$ cat src/rtl/sid_bus_pkg.sv
// Shared types for the SID bus sequencer: command word, sequencer states, widths.
// Latency: n/a (types and a pure helper function only).
// Backpressure: n/a.
package sid_bus_pkg;

    localparam int SID_ADDR_W = 5;
    localparam int DELAY_W    = 16;

    // Timed register access as queued by the host (31 bits).
    typedef struct packed {
        logic                  rd;     // 1 = read, 0 = write
        logic                  chip;   // 0 = left, 1 = right
        logic [SID_ADDR_W-1:0] addr;
        logic [7:0]            data;
        logic [DELAY_W-1:0]    delay;  // ce_1m ticks since the previous access
    } sid_cmd_t;

    typedef enum logic [1:0] {
        IDLE  = 2'd0,
        WR    = 2'd1,
        RD    = 2'd2,
        RDOUT = 2'd3
    } seq_state_t;

    // True when the tick being sampled now is far enough from the last access.
    // The +1 accounts for the tick currently on ce_1m; delay 0 behaves as 1.
    function automatic logic delay_met(input logic [DELAY_W-1:0] elapsed,
                                       input logic [DELAY_W-1:0] delay);
        logic [DELAY_W:0] need;
        need = (delay == '0) ? {{DELAY_W{1'b0}}, 1'b1} : {1'b0, delay};
        return ({1'b0, elapsed} + {{DELAY_W{1'b0}}, 1'b1}) >= need;
    endfunction

endpackage

$ cat src/rtl/sid_bus_sequencer_if.sv
// Host command channel, SID core pins and read-return channel in one bundle.
// Latency: n/a (wires only).
// Backpressure: cmd_valid/cmd_ready on the command side; rd_valid is a pulse with no ready.
// Ports (master = sequencer side):
//   in : cmd_valid, cmd_rd, cmd_chip, cmd_addr, cmd_data, cmd_delay, sid_rdata
//   out: cmd_ready, sid_cs[N], sid_we, sid_addr, sid_wdata, rd_valid, rd_data, rd_chip
interface sid_bus_sequencer_if
    import sid_bus_pkg::*;
#(
    parameter int N = 2
);
    logic                  cmd_valid;
    logic                  cmd_ready;
    logic                  cmd_rd;
    logic                  cmd_chip;
    logic [SID_ADDR_W-1:0] cmd_addr;
    logic [7:0]            cmd_data;
    logic [DELAY_W-1:0]    cmd_delay;

    logic [N-1:0]          sid_cs;
    logic                  sid_we;
    logic [SID_ADDR_W-1:0] sid_addr;
    logic [7:0]            sid_wdata;
    logic [7:0]            sid_rdata;

    logic                  rd_valid;
    logic [7:0]            rd_data;
    logic                  rd_chip;

    modport master (
        input  cmd_valid, cmd_rd, cmd_chip, cmd_addr, cmd_data, cmd_delay, sid_rdata,
        output cmd_ready, sid_cs, sid_we, sid_addr, sid_wdata, rd_valid, rd_data, rd_chip
    );

    modport slave (
        output cmd_valid, cmd_rd, cmd_chip, cmd_addr, cmd_data, cmd_delay, sid_rdata,
        input  cmd_ready, sid_cs, sid_we, sid_addr, sid_wdata, rd_valid, rd_data, rd_chip
    );

endinterface

$ cat src/rtl/sid_cmd_fifo.sv
// Synchronous first-word-fall-through queue of sid_cmd_t.
// Latency: a pushed word is visible on head_o the cycle after the push edge.
// Backpressure: pushes while full are dropped; caller gates with !full_o. Flush wins over push/pop.
// Ports: clk, reset, push_i, pop_i, flush_i, din_i -> head_o, full_o, empty_o, level_o.
module sid_cmd_fifo
    import sid_bus_pkg::*;
#(
    parameter int DEPTH = 16
) (
    input  logic                      clk,
    input  logic                      reset,
    input  logic                      push_i,
    input  logic                      pop_i,
    input  logic                      flush_i,
    input  sid_cmd_t                  din_i,
    output sid_cmd_t                  head_o,
    output logic                      full_o,
    output logic                      empty_o,
    output logic [$clog2(DEPTH):0]    level_o
);
    localparam int AW = $clog2(DEPTH);

    sid_cmd_t          mem_q [DEPTH];
    logic [AW-1:0]     wr_ptr_q;
    logic [AW-1:0]     rd_ptr_q;
    logic [AW:0]       count_q;
    logic              do_push;
    logic              do_pop;

    assign full_o  = (count_q == (AW+1)'(DEPTH));
    assign empty_o = (count_q == '0);
    assign level_o = count_q;
    assign head_o  = mem_q[rd_ptr_q];

    assign do_push = push_i && !full_o && !flush_i;
    assign do_pop  = pop_i && !empty_o && !flush_i;

    // Pointers wrap naturally because DEPTH is a power of two.
    always_ff @(posedge clk) begin
        if (reset || flush_i) begin
            wr_ptr_q <= '0;
            rd_ptr_q <= '0;
            count_q  <= '0;
        end else begin
            if (do_push) wr_ptr_q <= wr_ptr_q + AW'(1);
            if (do_pop)  rd_ptr_q <= rd_ptr_q + AW'(1);
            case ({do_push, do_pop})
                2'b10:   count_q <= count_q + (AW+1)'(1);
                2'b01:   count_q <= count_q - (AW+1)'(1);
                default: count_q <= count_q;
            endcase
        end
    end

    always_ff @(posedge clk) begin
        if (do_push) mem_q[wr_ptr_q] <= din_i;
    end

endmodule

$ cat src/rtl/sid_bus_sequencer.sv
// Replays queued, tick-spaced register commands onto SID core pins; returns read samples.
// Latency: write strobe 1 clk after the ce_1m issue cycle; rd_valid 2 clks after it.
// Backpressure: cmd_ready = !full; read returns are unthrottled one-cycle pulses.
// Ports: clk, reset, ce_1m, flush, bus (master modport), busy, level.
module sid_bus_sequencer
    import sid_bus_pkg::*;
#(
    parameter int DUAL       = 1,
    parameter int FIFO_DEPTH = 16
) (
    input  logic                          clk,
    input  logic                          reset,
    input  logic                          ce_1m,
    input  logic                          flush,
    sid_bus_sequencer_if.master           bus,
    output logic                          busy,
    output logic [$clog2(FIFO_DEPTH):0]   level
);
    localparam int N = (DUAL != 0) ? 2 : 1;

    sid_cmd_t              push_cmd;
    sid_cmd_t              head;
    logic                  full;
    logic                  empty;
    logic                  issue;
    logic [N-1:0]          cs_sel;
    logic                  chip_sel;

    seq_state_t            state_q;
    logic [DELAY_W-1:0]    elapsed_q;
    logic [N-1:0]          cs_q;
    logic                  we_q;
    logic [SID_ADDR_W-1:0] addr_q;
    logic [7:0]            wdata_q;
    logic                  acc_chip_q;
    logic                  rd_valid_q;
    logic [7:0]            rd_data_q;
    logic                  rd_chip_q;

    always_comb begin
        push_cmd       = '0;
        push_cmd.rd    = bus.cmd_rd;
        push_cmd.chip  = bus.cmd_chip;
        push_cmd.addr  = bus.cmd_addr;
        push_cmd.data  = bus.cmd_data;
        push_cmd.delay = bus.cmd_delay;
    end

    sid_cmd_fifo #(.DEPTH(FIFO_DEPTH)) u_fifo (
        .clk     (clk),
        .reset   (reset),
        .push_i  (bus.cmd_valid),
        .pop_i   (issue),
        .flush_i (flush),
        .din_i   (push_cmd),
        .head_o  (head),
        .full_o  (full),
        .empty_o (empty),
        .level_o (level)
    );

    // Single-chip builds ignore cmd_chip entirely: cs is always asserted, chip reports 0.
    if (DUAL != 0) begin : g_dual
        assign cs_sel   = head.chip ? 2'b10 : 2'b01;
        assign chip_sel = head.chip;
    end else begin : g_single
        assign cs_sel   = 1'b1;
        assign chip_sel = 1'b0;
    end

    // Only one access can be in flight, so issue is gated on IDLE; flush blocks the pop.
    assign issue = (state_q == IDLE) && !empty && ce_1m && !flush &&
                   delay_met(elapsed_q, head.delay);

    always_ff @(posedge clk) begin
        if (reset) begin
            state_q    <= IDLE;
            elapsed_q  <= '0;
            cs_q       <= '0;
            we_q       <= 1'b0;
            addr_q     <= '0;
            wdata_q    <= '0;
            acc_chip_q <= 1'b0;
            rd_valid_q <= 1'b0;
            rd_data_q  <= '0;
            rd_chip_q  <= 1'b0;
        end else if (flush) begin
            // Drop whatever is in flight; addr/wdata/rd_data keep their last values.
            state_q    <= IDLE;
            elapsed_q  <= '0;
            cs_q       <= '0;
            we_q       <= 1'b0;
            rd_valid_q <= 1'b0;
        end else begin
            rd_valid_q <= 1'b0;
            if (issue) begin
                elapsed_q <= '0;
            end else if (ce_1m && (elapsed_q != '1)) begin
                elapsed_q <= elapsed_q + DELAY_W'(1);
            end
            unique case (state_q)
                IDLE: begin
                    if (issue) begin
                        cs_q       <= cs_sel;
                        addr_q     <= head.addr;
                        acc_chip_q <= chip_sel;
                        if (head.rd) begin
                            we_q    <= 1'b0;
                            state_q <= RD;
                        end else begin
                            we_q    <= 1'b1;
                            wdata_q <= head.data;
                            state_q <= WR;
                        end
                    end
                end
                WR: begin
                    we_q    <= 1'b0;
                    cs_q    <= '0;
                    state_q <= IDLE;
                end
                RD: begin
                    // sid_rdata follows sid_addr combinationally, so it is settled by now.
                    cs_q       <= '0;
                    rd_data_q  <= bus.sid_rdata;
                    rd_chip_q  <= acc_chip_q;
                    rd_valid_q <= 1'b1;
                    state_q    <= RDOUT;
                end
                RDOUT: begin
                    state_q <= IDLE;
                end
                default: begin
                    state_q <= IDLE;
                end
            endcase
        end
    end

    assign bus.cmd_ready = !full;
    assign bus.sid_cs    = cs_q;
    assign bus.sid_we    = we_q;
    assign bus.sid_addr  = addr_q;
    assign bus.sid_wdata = wdata_q;
    assign bus.rd_valid  = rd_valid_q;
    assign bus.rd_data   = rd_data_q;
    assign bus.rd_chip   = rd_chip_q;
    assign busy          = (level != '0) || (state_q != IDLE);

endmodule

$ cat src/flat_wrapper.sv
// flat-port wrapper written by rule: the top's interface ports become plain ports
module sid_bus_sequencer_flat import sid_bus_pkg::*;
#(
    parameter int DUAL       = 1,
    parameter int FIFO_DEPTH = 16
)
  (clk, reset, ce_1m, flush, busy, level, bus_cmd_valid, bus_cmd_rd, bus_cmd_chip, bus_cmd_addr, bus_cmd_data, bus_cmd_delay, bus_sid_rdata, bus_cmd_ready, bus_sid_cs, bus_sid_we, bus_sid_addr, bus_sid_wdata, bus_rd_valid, bus_rd_data, bus_rd_chip);
  sid_bus_sequencer_if #(.N(2)) bus_i ();
  input  logic clk;
  input  logic reset;
  input  logic ce_1m;
  input  logic flush;
  output logic busy;
  output logic [$clog2(FIFO_DEPTH):0] level;
  input wire logic [$bits(bus_i.cmd_valid)-1:0] bus_cmd_valid;
  input wire logic [$bits(bus_i.cmd_rd)-1:0] bus_cmd_rd;
  input wire logic [$bits(bus_i.cmd_chip)-1:0] bus_cmd_chip;
  input wire logic [$bits(bus_i.cmd_addr)-1:0] bus_cmd_addr;
  input wire logic [$bits(bus_i.cmd_data)-1:0] bus_cmd_data;
  input wire logic [$bits(bus_i.cmd_delay)-1:0] bus_cmd_delay;
  input wire logic [$bits(bus_i.sid_rdata)-1:0] bus_sid_rdata;
  output wire logic [$bits(bus_i.cmd_ready)-1:0] bus_cmd_ready;
  output wire logic [$bits(bus_i.sid_cs)-1:0] bus_sid_cs;
  output wire logic [$bits(bus_i.sid_we)-1:0] bus_sid_we;
  output wire logic [$bits(bus_i.sid_addr)-1:0] bus_sid_addr;
  output wire logic [$bits(bus_i.sid_wdata)-1:0] bus_sid_wdata;
  output wire logic [$bits(bus_i.rd_valid)-1:0] bus_rd_valid;
  output wire logic [$bits(bus_i.rd_data)-1:0] bus_rd_data;
  output wire logic [$bits(bus_i.rd_chip)-1:0] bus_rd_chip;
  assign bus_i.cmd_valid = bus_cmd_valid;
  assign bus_i.cmd_rd = bus_cmd_rd;
  assign bus_i.cmd_chip = bus_cmd_chip;
  assign bus_i.cmd_addr = bus_cmd_addr;
  assign bus_i.cmd_data = bus_cmd_data;
  assign bus_i.cmd_delay = bus_cmd_delay;
  assign bus_i.sid_rdata = bus_sid_rdata;
  assign bus_cmd_ready = bus_i.cmd_ready;
  assign bus_sid_cs = bus_i.sid_cs;
  assign bus_sid_we = bus_i.sid_we;
  assign bus_sid_addr = bus_i.sid_addr;
  assign bus_sid_wdata = bus_i.sid_wdata;
  assign bus_rd_valid = bus_i.rd_valid;
  assign bus_rd_data = bus_i.rd_data;
  assign bus_rd_chip = bus_i.rd_chip;
  sid_bus_sequencer #(.DUAL(DUAL), .FIFO_DEPTH(FIFO_DEPTH)) u_core (.clk(clk), .reset(reset), .ce_1m(ce_1m), .flush(flush), .bus(bus_i), .busy(busy), .level(level));
endmodule
$ cat config.mk
export PLATFORM = sky130hd
export DESIGN_NAME = sid_bus_sequencer_flat
export DESIGN_NICKNAME = d
export VERILOG_FILES = /design/src/rtl/sid_bus_pkg.sv /design/src/rtl/sid_bus_sequencer_if.sv /design/src/rtl/sid_cmd_fifo.sv /design/src/rtl/sid_bus_sequencer.sv /design/src/flat_wrapper.sv
export SDC_FILE = /design/constraint.sdc
export NUM_CORES = 1
export LEC_CHECK = 0
export CAP_MARGIN = 20
export CORE_UTILIZATION = 25
export CTS_CLUSTER_DIAMETER = 50
export DETAILED_ROUTE_END_ITERATION = 10
export GPL_TIMING_DRIVEN = 0
export SKIP_LAST_GASP = 1
export SLEW_MARGIN = 0
export SYNTH_ARGS = -nofsm -noshare
export SYNTH_HDL_FRONTEND = slang
export SYNTH_SLANG_ARGS = --single-unit
$ cat constraint.sdc
create_clock -name clk -period 4.95 [get_ports clk]
set_input_delay 0.99 -clock clk [delete_from_list [all_inputs] [get_ports clk]]
set_output_delay 0.99 -clock clk [all_outputs]
set_load 0.03 [all_outputs]
==> summary.md <==
| Metric | Value |
|---|---|
| Final Cell Area | `27800 sq um` |
| # rows | `108` |
| Commonest non-fill, non-tap cells in the layout | `496 x edfxtp_1, 141 x mux4_2, 76 x clkdlybuf4s50_1` |
| EDFF count, synth | `496` |
| Main synth FF type | `edfxtp_1` |
| Most used routing layer | `met2` |
| Clk root buf | `clkbuf_16` |
| Worst Hold Class | `flop to flop` |
| Die W | `299 um` |
| Die Y | `299 um` |
| Max_cap viols | `0` |
| Pre-Repair DR Iteration Count | `5` |
| Post-Syn Area | `22000 sq um` |
| CTS tree | `yes` |
| Post-Syn Nets | `1198` |
| Period minus WS final | `4860 ps` |
| Total global routing overflow | `0` |
| Die area | `89300 sq um` |
| Placed Area | `24800 sq um` |
| Area contributors post-synth | `edfxtp_1 68%, mux4_2 14%, dfxtp_1 5.6%` |
| Initial antenna violation count | `5` |
| Final Max Tran Viols | `0` |
| Initial DRC Count | `1121` |
| Worst reg2reg path depth | `23` |
| Worst-skew pair later-pin latency | `650 ps` |
| Clock slew at reported path FFs | `60 ps` |
| Clock Sinks | `558` |
| Crit path required time | `5420 ps` |
| Total GRT Usage | `12.0%` |
| Layout cell share with drive strength beyond 1 | `29.0%` |
| First-pass GRT wire length | `79.3 mm` |
| Yosys warning count | `0` |
| Final Skew | `57.2 ps` |
| GRT met3 Usage | `3.23%` |
| Final wirelength | `54.3 mm` |
| Synth Area per Inst | `19.6 sq um` |
| Worst setup path class | `flop to flop` |
| Dpl hpwl | `35.0 mm` |
| Met1 GRT Util | `15.9%` |
| Synth area leader | `edfxtp_1` |
| Via density | `4.53` |
| CTS buffer count | `59` |
| Ys async rst share | `0%` |
| Sequential area share after synthesis | `73.2%` |
| Slew margin rel. | `25.4%` |
| Area share of the largest cell type after synthesis | `67.6%` |
| Max IR drop VDD | `0.285 mV` |
| Yosys cell types | `52` |
| IO buf count | `76` |
| IO Count | `77` |
| Hold path cells | `2` |
| DRT antenna net count | `0` |
| CTS Hold Bufs | `0` |
| Total power draw | `9.94 mW` |
| Non-filler cells, final | `2536` |
| Final number of setup-violating endpoints | `0` |
| N_diodes | `0` |
| Met2 usage | `19.9%` |
| Mapped Cells | `1124` |
| Placer Congestion | `0.782` |
| Core ar. | `87000 sq um` |
| Lkg Pwr | `8.65 nW` |
| Layout area overhead | `26.0%` |
| Status | `finished clean` |
| Least-Margin Pin Slew | `1120 ps` |
| DP Cell Count | `2383` |
| Setup crit start kind | `flop` |
| Critical path peak fanout | `8` |
| Power Density | `358 nW/um^2` |
| Largest net degree at the start of global routing | `22` |
| Final Hold Viols | `0` |
| Period utilisation layout | `98.2%` |
| Synthesis-stage register bit count | `558` |
| Wirelength per Cell | `21.4 um` |
| Arr. time, crit path | `5330 ps` |
| Element type at the critical path end | `flop` |
| Vias in the first global route | `11700` |
| Total Nets Final | `1405` |
| Drc violations | `0` |
| Via count | `11500` |
| RSZ-0062 raised after global routing | `true` |
| Commonest non-fill, non-tap cell in the layout | `edfxtp_1` |
| Fmax | `206 MHz` |
| H-tree depth | `2` |
| Clock Path Buffers | `3` |
| Starting Density | `25.3%` |
[sequential cells by signal (all words and copies together) (netlist names), named ones only]
register,flops
u_core.u_fifo.mem_q,496
u_core.elapsed_q,16
u_core.bus.rd_data,8
u_core.bus.sid_wdata,8
u_core.bus.sid_addr,5
u_core.u_fifo.level_o,5
u_core.u_fifo.rd_ptr_q,4
u_core.u_fifo.wr_ptr_q,4
u_core.bus.sid_cs,2
u_core.state_q,2
u_core.acc_chip_q,1
u_core.bus.rd_chip,1
u_core.bus.rd_valid,1
u_core.bus.sid_we,1
[kinds of logic after synthesis]
family	after synthesis	share of synthesized area [%]
compound gates	91	2.89
xor+xnor	35	1.39
fa+ha+maj	30	1.74
buf+inv	76	1.68
flops	558	73.2
mux	152	14.9
simple gates	182	4.16
[repair_timing]
item,4_1_cts,5_1_grt
endpoints found under the setup margin,48,15
buffers inserted,25,18
pin swaps,14,20
gates resized for setup,112,24
[worst max-delay path, cell delays in order, from the launching register on]
cell and delay [ps]:
dfxtp_4 380, buf_12 150, buf_12 150, buf_4 140, buf_16 120, buf_12 120, mux4_2 480, mux4_2 520
or2_1 250, ha_1 280, nand4_1 90, nor4_1 200, o21bai_1 140, a31o_2 250, nand2_4 90, ha_4 180
inv_4 50, fa_2 380, nor2b_4 140, o21ai_2 80, and3_4 180, nor3_4 160, xnor2_1 130, nor2_1 50
[per-stage QoR]
stage | hold WS (ps) | setup slack, ps | util [%] | setup TNS (ps)
final | 456 | 87.6 | 31.9 | 0
after global routing | 483 | -116 | 31.9 | -181
after CTS | 460 | 11.3 | 31.6 | 0
after detailed placement | 451 | -2080 | 28.5 | -38650
after global placement | 445 | -3460 | 27.9 | -941530
after floorplan | 432 | 14.0 | - | 0
[power breakdown]
part / total (mW) / switching [mW] / internal (mW)
clock network: 4.59 / 1.92 / 2.67
logic: 0.206 / 0.125 / 0.0806
registers: 5.14 / 0.00588 / 5.14
total: 9.94 / 2.05 / 7.89
[synth_stat cells, drive strengths merged, types with 3 or more instances]
master / instances
buf: 28
nor2b: 10
mux4: 141
and2: 3
a31oi: 3
nor4: 3
nand2: 43
ha: 29
nand2b: 20
edfxtp: 496
nor3: 28
dfxtp: 62
or2: 3
o21ai: 12
xnor2: 16
nand3: 20
inv: 16
mux2i: 11
nor2: 30
a221oi: 14
a22o: 14
clkbuf: 32
xor2: 19
nand4: 14
a21o: 4
a21oi: 29
[path summary, 6_finish.rpt]
path / start / end / slack, ps
min: u_core.bus.rd_data[0] / u_core.bus.rd_data[0] / 460
min reg2reg: u_core.bus.rd_data[0] / u_core.bus.rd_data[0] / 460
max reg2reg: flop / u_core.u_fifo.level_o[4] / 90
max: flop / u_core.u_fifo.level_o[4] / 90
[cell type report]
cell class                 count  area (sq um)
timing repair buffer         147          1580
sequential                   558         16100
buffer                        59           533
tap                         1155          1450
clock inverter                41           495
multi-input combinational    490          5940
clock buffer                  70          1570
fill                        8316         59300
inverter                      16          62.6
[layer usage]
layer | up-vias | share of wire (%)
li1 | 5009 | -
met1 | 6060 | 42
met2 | 353 | 49
met3 | 67 | 6.9
met4 | 6 | 1.6
met5 | - | 0.057
No activity file was read; power rests on OpenSTA's default activity.
